## config.mk

```make
export PLATFORM = sky130hd
export DESIGN_NAME = scan_index_gen
export DESIGN_NICKNAME = d
export VERILOG_FILES = /design/src/rtl/scan_index_gen.sv
export SDC_FILE = /design/constraint.sdc
export NUM_CORES = 1
export LEC_CHECK = 0
export ABC_CLOCK_PERIOD_IN_PS = 1900
export BUFFER_PORTS_ARGS = -buffer_cell sky130_fd_sc_hd__buf_2
export CORE_MARGIN = 5
export CORE_UTILIZATION = 25
export CTS_CLUSTER_DIAMETER = 60
export DETAILED_ROUTE_END_ITERATION = 6
export GPL_TIMING_DRIVEN = 0
export MAX_ROUTING_LAYER = met4
export PLACE_DENSITY = 0.5
export SETUP_SLACK_MARGIN = 0.2
export SLEW_MARGIN = 10
export SYNTH_ARGS = -nofsm -noshare
export SYNTH_HDL_FRONTEND = slang
export SYNTH_SLANG_ARGS = --single-unit
```

## constraint.sdc

```tcl
create_clock -name clk -period 1.9 [get_ports clk]
set_input_delay 0.19 -clock clk [delete_from_list [all_inputs] [get_ports clk]]
set_output_delay 0.19 -clock clk [all_outputs]
set_load 0.01 [all_outputs]
```

## src/rtl/scan_index_gen.sv

```systemverilog
// scan_index_gen: timed 2-bit scan index for a 2-to-4 line decoder.
// The index steps 0..3 (up or down) once every DIV clocks while enabled, and
// emits tick/wrap pulses for the downstream data mux. blank tells the consumer
// to gate the decoder outputs.
// Optional build macro SCAN_BLANK_EN: inserts BLANK_CYC dead cycles after every
// index change, so the decoder switches only while its outputs are gated.
module scan_index_gen #(
    parameter int DIV_W     = 16,
    parameter int DIV       = 1000,
    parameter int BLANK_CYC = 2
) (
    input  logic       clk,
    input  logic       rst_n,
    input  logic       en,
    input  logic       dir,
    input  logic       load,
    input  logic [1:0] load_val,
    output logic       i1,
    output logic       i0,
    output logic       tick,
    output logic       wrap,
    output logic       blank
);

    localparam logic [1:0] ST_IDLE = 2'd0;
    localparam logic [1:0] ST_RUN  = 2'd1;
    localparam logic [DIV_W-1:0] PRE_LAST = DIV_W'(DIV - 1);
    localparam logic [DIV_W-1:0] PRE_ONE  = DIV_W'(1);

`ifdef SCAN_BLANK_EN
    localparam logic [1:0] ST_BLANK = 2'd2;
    localparam int BCW = (BLANK_CYC > 1) ? $clog2(BLANK_CYC) : 1;
    localparam logic [BCW-1:0] BCNT_LAST = BCW'(BLANK_CYC - 1);
    localparam logic [BCW-1:0] BCNT_ONE  = BCW'(1);

    logic [BCW-1:0] blank_cnt_r;
    logic [BCW-1:0] blank_cnt_s;
`else
    // The dead-cycle count has no meaning when the blank phase is not built.
    localparam int BLANK_CYC_UNUSED = BLANK_CYC;
`endif

    logic [1:0]       state_r;
    logic [1:0]       state_s;
    logic [DIV_W-1:0] pre_r;
    logic [DIV_W-1:0] pre_s;
    logic [1:0]       idx_r;
    logic [1:0]       idx_s;
    logic             tick_r;
    logic             tick_s;
    logic             wrap_r;
    logic             wrap_s;
    logic             blank_r;
    logic             blank_s;

    // Next index value for one step in the requested direction (natural 2-bit wrap).
    function automatic logic [1:0] step_idx(input logic [1:0] cur, input logic down);
        logic [1:0] nxt;
        if (down) begin
            nxt = cur - 2'd1;
        end else begin
            nxt = cur + 2'd1;
        end
        return nxt;
    endfunction

    // True when a step from cur in the given direction crosses the 3/0 boundary.
    function automatic logic step_wraps(input logic [1:0] cur, input logic down);
        logic w;
        if (down) begin
            w = (cur == 2'd0);
        end else begin
            w = (cur == 2'd3);
        end
        return w;
    endfunction

    // Next-state logic: load beats enable, disable beats a pending step.
    always_comb begin
        state_s = state_r;
        pre_s   = pre_r;
        idx_s   = idx_r;
        tick_s  = 1'b0;
        wrap_s  = 1'b0;
        blank_s = blank_r;
`ifdef SCAN_BLANK_EN
        blank_cnt_s = blank_cnt_r;
`endif
        if (load) begin
            idx_s = load_val;
            pre_s = '0;
            if (state_r == ST_IDLE) begin
                state_s = ST_IDLE;
                blank_s = 1'b1;
            end else begin
                // A load during the dead phase resumes scanning straight away.
                state_s = ST_RUN;
                blank_s = 1'b0;
`ifdef SCAN_BLANK_EN
                blank_cnt_s = '0;
`endif
            end
        end else if (!en) begin
            state_s = ST_IDLE;
            blank_s = 1'b1;
            pre_s   = '0;
`ifdef SCAN_BLANK_EN
            blank_cnt_s = '0;
`endif
        end else begin
            case (state_r)
                ST_IDLE: begin
                    state_s = ST_RUN;
                    blank_s = 1'b0;
                    pre_s   = '0;
                end
                ST_RUN: begin
                    if (pre_r == PRE_LAST) begin
                        pre_s  = '0;
                        idx_s  = step_idx(idx_r, dir);
                        tick_s = 1'b1;
                        wrap_s = step_wraps(idx_r, dir);
`ifdef SCAN_BLANK_EN
                        state_s     = ST_BLANK;
                        blank_s     = 1'b1;
                        blank_cnt_s = '0;
`else
                        state_s = ST_RUN;
                        blank_s = 1'b0;
`endif
                    end else begin
                        pre_s = pre_r + PRE_ONE;
                    end
                end
`ifdef SCAN_BLANK_EN
                ST_BLANK: begin
                    pre_s = '0;
                    if (blank_cnt_r == BCNT_LAST) begin
                        state_s     = ST_RUN;
                        blank_s     = 1'b0;
                        blank_cnt_s = '0;
                    end else begin
                        blank_s     = 1'b1;
                        blank_cnt_s = blank_cnt_r + BCNT_ONE;
                    end
                end
`endif
                default: begin
                    state_s = ST_IDLE;
                    blank_s = 1'b1;
                    pre_s   = '0;
                end
            endcase
        end
    end

    // State and output registers; reset parks the scanner idle and blanked.
    always_ff @(posedge clk or negedge rst_n) begin
        if (!rst_n) begin
            state_r <= ST_IDLE;
            pre_r   <= '0;
            idx_r   <= 2'd0;
            tick_r  <= 1'b0;
            wrap_r  <= 1'b0;
            blank_r <= 1'b1;
        end else begin
            state_r <= state_s;
            pre_r   <= pre_s;
            idx_r   <= idx_s;
            tick_r  <= tick_s;
            wrap_r  <= wrap_s;
            blank_r <= blank_s;
        end
    end

`ifdef SCAN_BLANK_EN
    // Dead-cycle counter for the gated phase after each step.
    always_ff @(posedge clk or negedge rst_n) begin
        if (!rst_n) begin
            blank_cnt_r <= '0;
        end else begin
            blank_cnt_r <= blank_cnt_s;
        end
    end
`endif

    assign i1    = idx_r[1];
    assign i0    = idx_r[0];
    assign tick  = tick_r;
    assign wrap  = wrap_r;
    assign blank = blank_r;

endmodule

```

==> flow_summary_export.csv <==
group,metric,value,unit
outcome,outcome,"completed",
clock_network,maximum_clock_insertion_buffer_count,2,
detailed_routing,routed_wirelength,2.17,mm
sta,total_setup_violations_reported_at_the_end_of_the_flow,0,
global_routing,initial_antenna_violation_count,0,
logic_synthesis,fraction_of_registers_with_async_set_or_reset_after_synthesis,1.00,
setup_path,worstPathRequired,2.09,ns
cells_and_area,design.final.nets,130,
sta,max_clock_freq,630,MHz
sta,hold_viol,0,
power_and_ir_drop,power.static_leakage,0.542,nW
detailed_routing,initialDrtViolationCount,36,
clock_network,clock-root-buffer,"sky130_fd_sc_hd__clkbuf_8",
sta,setup_tns,0,ns
clock_network,cts.reportedPaths.clkPinSlew,0.08,ns
placed_design,port_buffers,11,
sta,timing_max_transition_violations_final,0,
floorplan,die_h,76.1,um
global_routing,global_route_wire_length_before_repair,3.78,mm
setup_path,setup.worst_path.start_class,"flop",
detailed_routing,via_count_normalized_by_instance_count,4.61,
flow_run,drv.max_cap_violation_count,0,
cells_and_area,layout-drive-gt1-share,0.298,
clock_network,cts_made_buffers,3,
setup_path,worst-setup-path-type,"reg2reg",
worst_hold_path,worst_hold_path_type,"in2reg",
logic_synthesis,dominantRegCellSynth,"sky130_fd_sc_hd__dfrtp_1",
setup_path,cp_cell_sequence,"ha_4, and4bb_2, nand4_1, nor3_4, mux2i_1",
setup_path,cp_slowest_cell,"sky130_fd_sc_hd__dfrtp_1",
clock_network,tritoncts,"yes",
detailed_routing,antenna_violating_nets_post_route,0,
logic_synthesis,post_synth_and_or_nand_nor_area_fraction,0.272,
power_and_ir_drop,max-vdd-ir-drop,0.407,mV
cells_and_area,area.growth.synth_to_final,23.7,%
logic_synthesis,post_synth_xor_area_fraction,0.120,
sta,worst_slew_margin_rel,0.681,
detailed_routing,wl_per_cell,12.5,um
setup_path,critPathBufInv,0,
logic_synthesis,synth-compound-area-share,0.0264,
logic_synthesis,synth.yosys.warnings,0,
logic_synthesis,synth_largest_type_area_fraction,0.482,
cells_and_area,layout_commonest_cell,"sky130_fd_sc_hd__dfrtp_1",
sta,worst-slew-pin-transition,0.478,ns
setup_path,worstPathArrival,1.78,ns
detailed_routing,drcViolationCount,0,
clock_network,clk-insertion-delay-late,0.26,ns
sta,clock_skew,0.00470,ns
setup_path,endpoint_kind,"flop",
placed_design,dp.final_hpwl,1.56,mm
sta,holdWs,0.188,ns
placed_design,finalWeightedCongestion,0.741,
logic_synthesis,synth-adder-area-share,0.0115,
floorplan,start_util,0.254,
logic_synthesis,postSynthCellCount,100,
sta,grt_setup_unrepaired,"no",
clock_network,tritoncts_num_sinks,22,
detailed_routing,detailroute.via_count,798,
floorplan,core-area,0.00429,mm^2
floorplan,dieWidth,76.1,um
logic_synthesis,ys_seq_area_frac,0.506,
logic_synthesis,yosysTopAreaCell,"sky130_fd_sc_hd__dfrtp_1",
floorplan,die_area,0.00579,mm^2
global_routing,grt.overflow.total,0,
cells_and_area,layout_common_cells,"sky130_fd_sc_hd__dfrtp_1 (20), sky130_fd_sc_hd__nor2_1 (17), sky130_fd_sc_hd__buf_2 (11)",
logic_synthesis,synth_area_leaders,"sky130_fd_sc_hd__dfrtp_1 (48%), sky130_fd_sc_hd__xnor2_1 (6.4%), sky130_fd_sc_hd__nor2_1 (5.8%)",
setup_path,cpLargestDelayFamily,"simple AND/OR/NAND/NOR gates",
logic_synthesis,synth-edff-count,0,
logic_synthesis,mux_cell_area_share_after_synthesis,0.0470,
floorplan,ioPinCount,12,
global_routing,first_global_vias,816,
global_routing,groute.usage.overall,0.0818,
cells_and_area,diodes,0,
logic_synthesis,synth_cell_type_count,32,
setup_path,cp_slowest_stage_delay,0.41,ns
logic_synthesis,synth_top_family_by_area,"simple AND/OR/NAND/NOR gates",
setup_path,crit_fanout,4,
clock_network,ctsHtreeMaxLevel,1,
logic_synthesis,postSynthNetCount,108,
detailed_routing,drt_pre_antenna_iters,4,
global_routing,maximum_number_of_pins_on_one_net_before_global_route_repair,23,
floorplan,placement_rows,24,
logic_synthesis,post_synth_instance_area,0.00109,mm^2
logic_synthesis,synth.avg_cell_area,10.9,um^2
sta,period_needed,1.59,ns
sta,timing.final.crit_share,0.835,
power_and_ir_drop,power.density,734,mW/mm^2
logic_synthesis,synth.ff_latch_count,22,
layer usage:
layer	share of wire	vias to the layer above	track usage
met1	0.51	391	0.107
met4	0.012	0	0.0367
met3	0.027	4	0.0154
met2	0.45	13	0.122
met5	0	-	-
li1	-	390	-
path summary, 6_finish.rpt:
kind	start	to	slack [ns]	depth (start not counted)
max	pre_r[1]	idx_r[0]	0.31	5
max reg2reg	pre_r[1]	idx_r[0]	0.31	5
min reg2reg	pre_r[0]	pre_r[0]	0.49	1
min in group asynchronous	rst_n	pre_r[11]	0.42	2
min	en	state_r[0]	0.19	2
max in group asynchronous	rst_n	pre_r[0]	1.12	2
sequential cells by signal (all words and copies together), names as in the netlist:
signal	cells
blank	1
idx_r	2
pre_r	16
state_r	1
tick	1
wrap	1
cells by family after synthesis:
group	Yosys count
DFF	22
adders and majority gates	1
and+or+nand+nor	49
muxes	5
buffers and inverters	4
xor gates and xnor gates	15
AOI/OAI and AO/OA	4
through the flow:
step / total power (W) / utilization / setup WS (ns) / std cells / cell area, um^2
global placement: 0.000560 / 0.282 / 0.130 / 163 / 1210
floorplan: 0.000529 / - / 0.417 / 100 / 1090
global route: 0.00104 / 0.314 / 0.203 / 173 / 1350
finish: 0.000991 / 0.314 / 0.314 / 173 / 1350
detailed placement: 0.000562 / 0.282 / 0.137 / 163 / 1210
CTS: 0.00101 / 0.305 / 0.231 / 170 / 1310
cells in the mapped netlist (2+ instances only):
cell type / count
sky130_fd_sc_hd__dfrtp_1: 21
sky130_fd_sc_hd__inv_1: 3
sky130_fd_sc_hd__mux2i_1: 4
sky130_fd_sc_hd__nand2_1: 4
sky130_fd_sc_hd__nand3_1: 4
sky130_fd_sc_hd__nand4_1: 6
sky130_fd_sc_hd__nor2_1: 17
sky130_fd_sc_hd__nor3_1: 3
sky130_fd_sc_hd__nor4_1: 2
sky130_fd_sc_hd__xnor2_1: 8
sky130_fd_sc_hd__xor2_1: 7
repair_timing:
action                                  in CTS  in global routing
buffers inserted                             2                  3
hold buffers                                 1                  0
hold endpoints to repair                    21                  0
endpoints found under the setup margin      11                 14
resized for setup                            1                  3
pin swaps                                    1                  3
power breakdown:
group          switching (W)  internal (W)
Combinational      0.0000368     0.0000294
Clock               0.000153      0.000281
Sequential         0.0000106      0.000480
Total               0.000200      0.000791
layout make-up:
class / instances / area [um^2]
Buffer: 1 / 7.51
Clock buffer: 3 / 41.3
Clock inverter: 1 / 30.0
Fill cell: 446 / 2940
Inverter: 3 / 11.3
Multi-Input combinational cell: 74 / 539
Sequential cell: 22 / 553
Tap cell: 52 / 65.1
Timing Repair Buffer: 17 / 103
worst register-to-register path, delay by kind of cell, from the launching register on:
kind,cells,cell delay (ns)
adders and majority gates,1,0.17
muxes,1,0.22
DFF,1,0.41
and+or+nand+nor,3,0.72
Note: power is estimated with default switching activity, not from simulation.
